`src/rtl/pdm_fft_frontend.sv`:
```
// PDM microphone front end: mic clock generation, ones-count decimation and
// frame packing into a small AXI-stream FIFO feeding the FFT core.
module pdm_fft_frontend #(
  parameter int unsigned CLK_DIV    = 32,
  parameter int unsigned DECIM      = 256,
  parameter int unsigned SAMPLE_W   = 8,
  parameter int unsigned FRAME_LEN  = 1024,
  parameter int unsigned FIFO_DEPTH = 16
) (
  input  logic                clk_in,
  input  logic                rst_in,
  input  logic                mic_data_in,
  input  logic                enable_in,
  output logic                mic_clk_out,
  output logic [SAMPLE_W-1:0] sample_out,
  output logic                sample_valid_out,
  output logic [31:0]         m_axis_tdata,
  output logic                m_axis_tvalid,
  output logic                m_axis_tlast,
  input  logic                m_axis_tready,
  output logic                overflow_out,
  output logic [15:0]         frame_count_out
);

  localparam int unsigned DivW = $clog2(CLK_DIV);
  localparam int unsigned DecW = $clog2(DECIM);
  localparam int unsigned FrmW = $clog2(FRAME_LEN);
  localparam int unsigned PtrW = $clog2(FIFO_DEPTH);

  logic [DivW-1:0]     div_q, div_d;
  logic                mic_clk_q, mic_clk_d;
  logic [DecW-1:0]     bit_q, bit_d;
  logic [DecW:0]       tally_q, tally_d, tally_sum;
  logic [SAMPLE_W-1:0] sample_q, sample_d, sample_sel;
  logic                sample_valid_q, sample_valid_d;
  logic [FrmW-1:0]     idx_q, idx_d;
  logic [PtrW-1:0]     wr_ptr_q, wr_ptr_d, rd_ptr_q, rd_ptr_d;
  logic [PtrW:0]       count_q, count_d, occ_after_pop;
  logic                tvalid_q, tvalid_d, tlast_q, tlast_d;
  logic [31:0]         tdata_q, tdata_d;
  logic                overflow_q, overflow_d;
  logic [15:0]         frame_cnt_q, frame_cnt_d;
  logic [32:0]         mem_q [FIFO_DEPTH];

  logic        pdm_stb, last_bit, in_frame, fifo_full, push, pop, push_last;
  logic [32:0] push_data;

  always_comb begin
    pdm_stb   = (div_q == DivW'(CLK_DIV - 1));
    div_d     = pdm_stb ? '0 : div_q + DivW'(1);
    mic_clk_d = (div_q < DivW'(CLK_DIV / 2));

    last_bit   = pdm_stb && (bit_q == DecW'(DECIM - 1));
    tally_sum  = tally_q + (DecW + 1)'(mic_data_in);
    // A full-scale count of DECIM saturates to all ones in the selected field.
    sample_sel = tally_sum[DecW] ? {SAMPLE_W{1'b1}} : tally_sum[DecW-1 -: SAMPLE_W];

    bit_d          = bit_q;
    tally_d        = tally_q;
    sample_d       = sample_q;
    sample_valid_d = 1'b0;
    if (pdm_stb) begin
      bit_d = bit_q + DecW'(1);
      if (last_bit) begin
        tally_d        = '0;
        sample_d       = sample_sel ^ (SAMPLE_W'(1) << (SAMPLE_W - 1));
        sample_valid_d = 1'b1;
      end else begin
        tally_d = tally_sum;
      end
    end
  end

  always_comb begin
    in_frame  = (idx_q != '0) || enable_in;
    fifo_full = (count_q == (PtrW + 1)'(FIFO_DEPTH));
    push      = sample_valid_q && in_frame && !fifo_full;
    pop       = tvalid_q && m_axis_tready;
    push_last = (idx_q == FrmW'(FRAME_LEN - 1));
    push_data = {push_last, sample_q, {(32 - SAMPLE_W){1'b0}}};

    overflow_d = overflow_q | (sample_valid_q && in_frame && fifo_full);
    idx_d      = idx_q;
    if (push) idx_d = push_last ? '0 : idx_q + FrmW'(1);

    wr_ptr_d = push ? wr_ptr_q + PtrW'(1) : wr_ptr_q;
    rd_ptr_d = pop ? rd_ptr_q + PtrW'(1) : rd_ptr_q;
    unique case ({push, pop})
      2'b10:   count_d = count_q + (PtrW + 1)'(1);
      2'b01:   count_d = count_q - (PtrW + 1)'(1);
      default: count_d = count_q;
    endcase

    // Head register: the just-pushed word bypasses memory when nothing precedes it.
    occ_after_pop = count_q - (PtrW + 1)'(pop);
    tvalid_d      = (count_d != '0);
    if (occ_after_pop != '0) begin
      {tlast_d, tdata_d} = mem_q[rd_ptr_d];
    end else if (push) begin
      {tlast_d, tdata_d} = push_data;
    end else begin
      {tlast_d, tdata_d} = '0;
    end

    frame_cnt_d = (pop && tlast_q) ? frame_cnt_q + 16'd1 : frame_cnt_q;
  end

  always_ff @(posedge clk_in) begin
    if (!rst_in) begin
      div_q          <= '0;
      mic_clk_q      <= 1'b0;
      bit_q          <= '0;
      tally_q        <= '0;
      sample_q       <= '0;
      sample_valid_q <= 1'b0;
      idx_q          <= '0;
      wr_ptr_q       <= '0;
      rd_ptr_q       <= '0;
      count_q        <= '0;
      tvalid_q       <= 1'b0;
      tlast_q        <= 1'b0;
      tdata_q        <= '0;
      overflow_q     <= 1'b0;
      frame_cnt_q    <= '0;
    end else begin
      div_q          <= div_d;
      mic_clk_q      <= mic_clk_d;
      bit_q          <= bit_d;
      tally_q        <= tally_d;
      sample_q       <= sample_d;
      sample_valid_q <= sample_valid_d;
      idx_q          <= idx_d;
      wr_ptr_q       <= wr_ptr_d;
      rd_ptr_q       <= rd_ptr_d;
      count_q        <= count_d;
      tvalid_q       <= tvalid_d;
      tlast_q        <= tlast_d;
      tdata_q        <= tdata_d;
      overflow_q     <= overflow_d;
      frame_cnt_q    <= frame_cnt_d;
    end
  end

  always_ff @(posedge clk_in) begin
    if (push) mem_q[wr_ptr_q] <= push_data;
  end

  assign mic_clk_out      = mic_clk_q;
  assign sample_out       = sample_q;
  assign sample_valid_out = sample_valid_q;
  assign m_axis_tdata     = tdata_q;
  assign m_axis_tvalid    = tvalid_q;
  assign m_axis_tlast     = tlast_q;
  assign overflow_out     = overflow_q;
  assign frame_count_out  = frame_cnt_q;

endmodule

```
`config.mk`:
```
export PLATFORM = sky130hd
export DESIGN_NAME = pdm_fft_frontend
export DESIGN_NICKNAME = d
export VERILOG_FILES = /design/src/rtl/pdm_fft_frontend.sv
export SDC_FILE = /design/constraint.sdc
export NUM_CORES = 1
export LEC_CHECK = 0
export CORE_UTILIZATION = 43
export CTS_BUF_LIST = sky130_fd_sc_hd__clkbuf_4
export CTS_CLUSTER_SIZE = 20
export DETAILED_ROUTE_END_ITERATION = 8
export HOLD_SLACK_MARGIN = 0.06
export REMOVE_ABC_BUFFERS = 1
export SKIP_CTS_REPAIR_TIMING = 1
export SLEW_MARGIN = 20
export SYNTH_ARGS = -nofsm -noshare
export SYNTH_HDL_FRONTEND = slang
export SYNTH_SLANG_ARGS = --single-unit
```
`constraint.sdc`:
```
create_clock -name clk_in -period 3.4 [get_ports clk_in]
set_clock_uncertainty 0.1 [all_clocks]
set_input_delay 0.34 -clock clk_in [delete_from_list [all_inputs] [get_ports clk_in]]
set_output_delay 0.34 -clock clk_in [all_outputs]
set_load 0.05 [all_outputs]
```
==> results <==
- The flow ran to the end, and the final reports show no timing, DRC or antenna violations.
- The most common cell after layout, fill and taps aside is sky130_fd_sc_hd__edfxtp_1.
- Counting flops with a built-in enable in the synthesized netlist gives 144.
- The filler cell count is 2019.
- The maximum buffer depth of the clock tree is 3.
- The net count of the finished layout is 972.
- The TritonCTS clock tree is done.
- Compared with the post-synthesis result, the final layout area differs by 16.8%.
- The region available for standard cell placement spans 22600 µm².
- For hold timing, the worst endpoint is mic_clk_out$_SDFF_PN0_.
- Measured in cells, the most critical reg-to-reg path has a length of 11.
- The CTS clock-pin slew for the worst setup and hold paths is 0.06 ns.
- In this run the biggest area consumer among cell types represents 43.8% of the synthesized area.
- The multi-input combinational cells in the finished layout cover a total of 3550 µm².
- Summed over all layers, the global routing overflow is 0.
- The number of global-route vias before repair was 6634.
- Data arrives at the worst endpoint at 3.31 ns.
- The hold violation total from the final report is 0.
- The number of placement rows is 55.
- The average cell area after synthesis is 11.7 µm².
- Of the post-synthesis cell area, the part taken by muxes is 5.84%.
- The final number of max-transition violations is 0.
- Summing the sequential cell areas from Yosys gives 60.4% of the chip area.
- By area the synthesized netlist is led by sky130_fd_sc_hd__edfxtp_1, sky130_fd_sc_hd__dfxtp_1, sky130_fd_sc_hd__mux2i_1.
- The initial antenna violation count is 1.
- The share of final-layout standard cells stronger than drive strength 1 is 16.1%.
- The worst ir drop on vdd is 0.243 mV.
- Counting the buffers created by CTS gives 58.
- The minimum clock period after layout is 2.90 ns.
- The signal on the critical path passes through nor4_1, nand4b_1, and3_1, inv_1, ha_1, xor2_1, ha_1, inv_1, o41ai_1, xnor2_1, a41oi_1.
- The vias per cell is 5.32.
- The worst register-to-register path has a setup slack of 0.50 ns.
- After Yosys synthesis, XOR and XNOR cells account for 4.63% of the synthesized area.
- The worst hold path begins at div_q[4]$_SDFF_PP0_.
- Among all stages on the critical path, the largest delay is contributed by sky130_fd_sc_hd__dfxtp_1.
- Synthesis handed over a netlist of 845 instances.
- The biggest area contributor in the post-synthesis netlist is sky130_fd_sc_hd__edfxtp_1.
- The cell depth of the worst hold path is 1.
- Of the available clock period, the critical path in the final layout requires 85.2%.
- The worst flop-to-flop path endpoint is m_axis_tvalid$_SDFF_PN0_.
- The count of distinct cell types in the synthesized netlist is 57.
- The setup TNS is 0 ns.
- The synthesized netlist devotes 2.15% of its cell area to adder and majority cells.
- The library cells used most frequently in the layout, excluding fill and tap cells, are sky130_fd_sc_hd__edfxtp_1, sky130_fd_sc_hd__clkbuf_4, sky130_fd_sc_hd__nand2_1.
- In this run the static leakage power is 0.00448 µW.
- The die extent in x is 154 µm.
- Setup repair after global routing left no endpoint under its margin.
- The startpoint identified for the worst register-to-register timing path is idx_q[2]$_SDFFE_PN0P_.
- The register area is 5970 µm².
- The combined global-route utilization of all metal layers is 20.2%.
- The final routed DRC violation total is 0.
- The fraction of the mapped netlist area in compound gates is 9.43%.
- In the synthesized netlist the dominant register cell turns out to be sky130_fd_sc_hd__edfxtp_1.
- The starting density of the core is 43.7%.
- Setup slack on the critical path of the routed design comes to 0.505 ns.
- The floorplan step defined a die boundary enclosing 23600 µm².
- The sort of element at the end of the critical path is a register.
- For this run, the slowest stage of the critical path takes 0.36 ns.
- The critical path class is reg2reg.
- The pre-CTS worst setup slack is 0.357 ns.
- The final weighted congestion in routability-driven placement is 0.804.
- Setup violations remaining at the end of the flow were counted as 0.
- For this run, the number of Yosys warnings is 0.
- The worst hold path belongs to the class reg2reg.
- Dividing total power by cell area gives a power density of 472 nW/µm².
- The required time reported for the critical path endpoint is 3.82 ns.
- The combinational family with the most area after synthesis is simple AND/OR/NAND/NOR gates.
- During I/O placement, the number of pins put on the boundary was 66.
- The count of TritonRoute iterations in the first routing pass is 7.
- The placed wire-length estimate after detailed placement is 15200 µm.
- The count of input and output buffers is 41.
- Measured against its own limit, the worst slew margin works out to 48.3%.
- The remaining number of nets flagged by the antenna check after routing is 0.
- After synthesis the cells add up to 9870 µm².
- The completed layout was analyzed and its total power is 5440 µW.
- The final instance area is 11500 µm².
- The insertion delay to the later sink of the worst-skew pair is 0.67 ns.
- The first-pass GRT wire length is 36400 µm.
- The slew at the pin with the worst max-slew slack is 0.776 ns.
- The max-capacitance violation count is 0.
- The number of buffer and inverter instances along the worst setup path is 2.
- The number of H-tree levels is 2.
- The async set-or-reset flop fraction in the synthesized netlist is 0%.
- The largest fanout of any net on the critical path is 9.
- The first routing iteration left 516 violations.
- Summing the areas of all and, or, nand and nor instances in the mapped netlist gives 13.0% of the synthesized area.
- CTS placed an instance of sky130_fd_sc_hd__clkbuf_4 at the clock tree root.
- Among cell families on the critical path, the largest total delay comes from simple AND/OR/NAND/NOR gates.
- The number of clock sinks is 226.
- The worst setup path is launched from a register.
- For this block, the routed nets add up to 23200 µm of wire.
- The pin count of the biggest net entering global routing is 46.
- The vias after detailed routing is 6837.
- The register bit count reported by yosys is 226.
- The average wire per standard cell is 18.0 µm.
- Once placement finished, the instance area stood at 10700 µm².
- Measured along the y axis, the die boundary spans 154 µm.
- The maximum clock frequency is 345 MHz.
worst max-delay path by stage:
stage / endpoint / slack [ns] / startpoint / depth (start not counted)
finish: m_axis_tvalid$_SDFF_PN0_ / 0.50 / idx_q[2]$_SDFFE_PN0P_ / 11
global route: m_axis_tvalid$_SDFF_PN0_ / 0.24 / idx_q[6]$_SDFFE_PN0P_ / 11
CTS: m_axis_tvalid$_SDFF_PN0_ / 0.47 / idx_q[2]$_SDFFE_PN0P_ / 11
detailed placement: m_axis_tvalid$_SDFF_PN0_ / 0.36 / enable_in / 11
global placement: m_axis_tdata[25]$_SDFF_PN0_ / 0.35 / m_axis_tready / 10
floorplan: m_axis_tdata[25]$_SDFF_PN0_ / -0.33 / rd_ptr_q[0]$_SDFF_PN0_ / 6
cell type report:
type / count / area share (%)
inverters: 19 / 0.640
multi-input cells: 557 / 30.8
well taps: 285 / 3.09
diodes: 1 / 0.0217
clock inverters: 14 / 0.912
repair buffers: 88 / 6.62
clock buffers: 94 / 6.12
flip-flops and latches: 226 / 51.8
cells in the mapped netlist, types with 5 or more instances:
library cell and n:
sky130_fd_sc_hd__inv_1 16, sky130_fd_sc_hd__clkbuf_1 19, sky130_fd_sc_hd__nand4_1 12, sky130_fd_sc_hd__nor4_1 6, sky130_fd_sc_hd__o211ai_1 5, sky130_fd_sc_hd__a21oi_1 36
sky130_fd_sc_hd__dfxtp_1 82, sky130_fd_sc_hd__nor3_1 10, sky130_fd_sc_hd__nand2b_1 5, sky130_fd_sc_hd__nand3_1 31, sky130_fd_sc_hd__and3_1 22, sky130_fd_sc_hd__a31oi_1 8
sky130_fd_sc_hd__buf_1 7, sky130_fd_sc_hd__o22ai_1 11, sky130_fd_sc_hd__nand2_1 84, sky130_fd_sc_hd__o31ai_1 6, sky130_fd_sc_hd__buf_4 27, sky130_fd_sc_hd__nor2_1 78
sky130_fd_sc_hd__mux2i_1 43, sky130_fd_sc_hd__edfxtp_1 144, sky130_fd_sc_hd__a41oi_1 6, sky130_fd_sc_hd__xnor2_1 20, sky130_fd_sc_hd__or3_1 11, sky130_fd_sc_hd__a2111oi_0 5
sky130_fd_sc_hd__buf_2 12, sky130_fd_sc_hd__mux4_2 6, sky130_fd_sc_hd__o21ai_0 28, sky130_fd_sc_hd__ha_1 17, sky130_fd_sc_hd__a211oi_1 8, sky130_fd_sc_hd__xor2_1 29
worst register-to-register path, cell delays in order, from the launching register on:
cell and delay (ns):
sky130_fd_sc_hd__dfxtp_1 0.36, sky130_fd_sc_hd__nor4_1 0.30, sky130_fd_sc_hd__nand4b_1 0.15, sky130_fd_sc_hd__and3_1 0.22
sky130_fd_sc_hd__inv_1 0.12, sky130_fd_sc_hd__ha_1 0.36, sky130_fd_sc_hd__xor2_1 0.20, sky130_fd_sc_hd__ha_1 0.21
sky130_fd_sc_hd__inv_1 0.05, sky130_fd_sc_hd__o41ai_1 0.36, sky130_fd_sc_hd__xnor2_1 0.20, sky130_fd_sc_hd__a41oi_1 0.14
metrics by stage:
stage,hold slack (ns),util [%],std cells
after global placement,0.316,47.5,1175
after global routing,0.346,51.1,1284
final,0.318,51.1,1284
after CTS,0.280,51.1,1283
after detailed placement,0.310,47.5,1175
after floorplan,0.299,-,802
kinds of logic after synthesis:
kind of cell	after synthesis
AOI/OAI and AO/OA	142
xor gates and xnor gates	50
adders and majority gates	17
buffers and inverters	85
DFF	226
muxes	50
other	1
and+or+nand+nor	274
per-layer routing:
metal,track usage (%),wire length [µm],part of all wire (%),vias to the layer above
met2,32.4,10700,46,231
met1,26.4,10300,44,3225
li1,-,-,-,3327
met5,0,0,0,-
met3,5.13,1650,7.1,54
met4,7.48,556,2.4,0
power breakdown:
part	internal, µW	switching [µW]
registers	2890	2.06
logic	11.9	81.8
clock network	1390	1060
total	4290	1150
state kept, by name, indices dropped and copies added (netlist names):
name / cells
sample_out: 8
frame_count_out: 16
m_axis_tdata: 8
bit_q: 8
rd_ptr_q: 4
div_q: 5
m_axis_tlast: 1
sample_valid_out: 1
tally_q: 9
count_q: 5
wr_ptr_q: 4
mem_q: 144
idx_q: 10
m_axis_tvalid: 1
overflow_out: 1
mic_clk_out: 1
(Power assumes the default switching activity.)
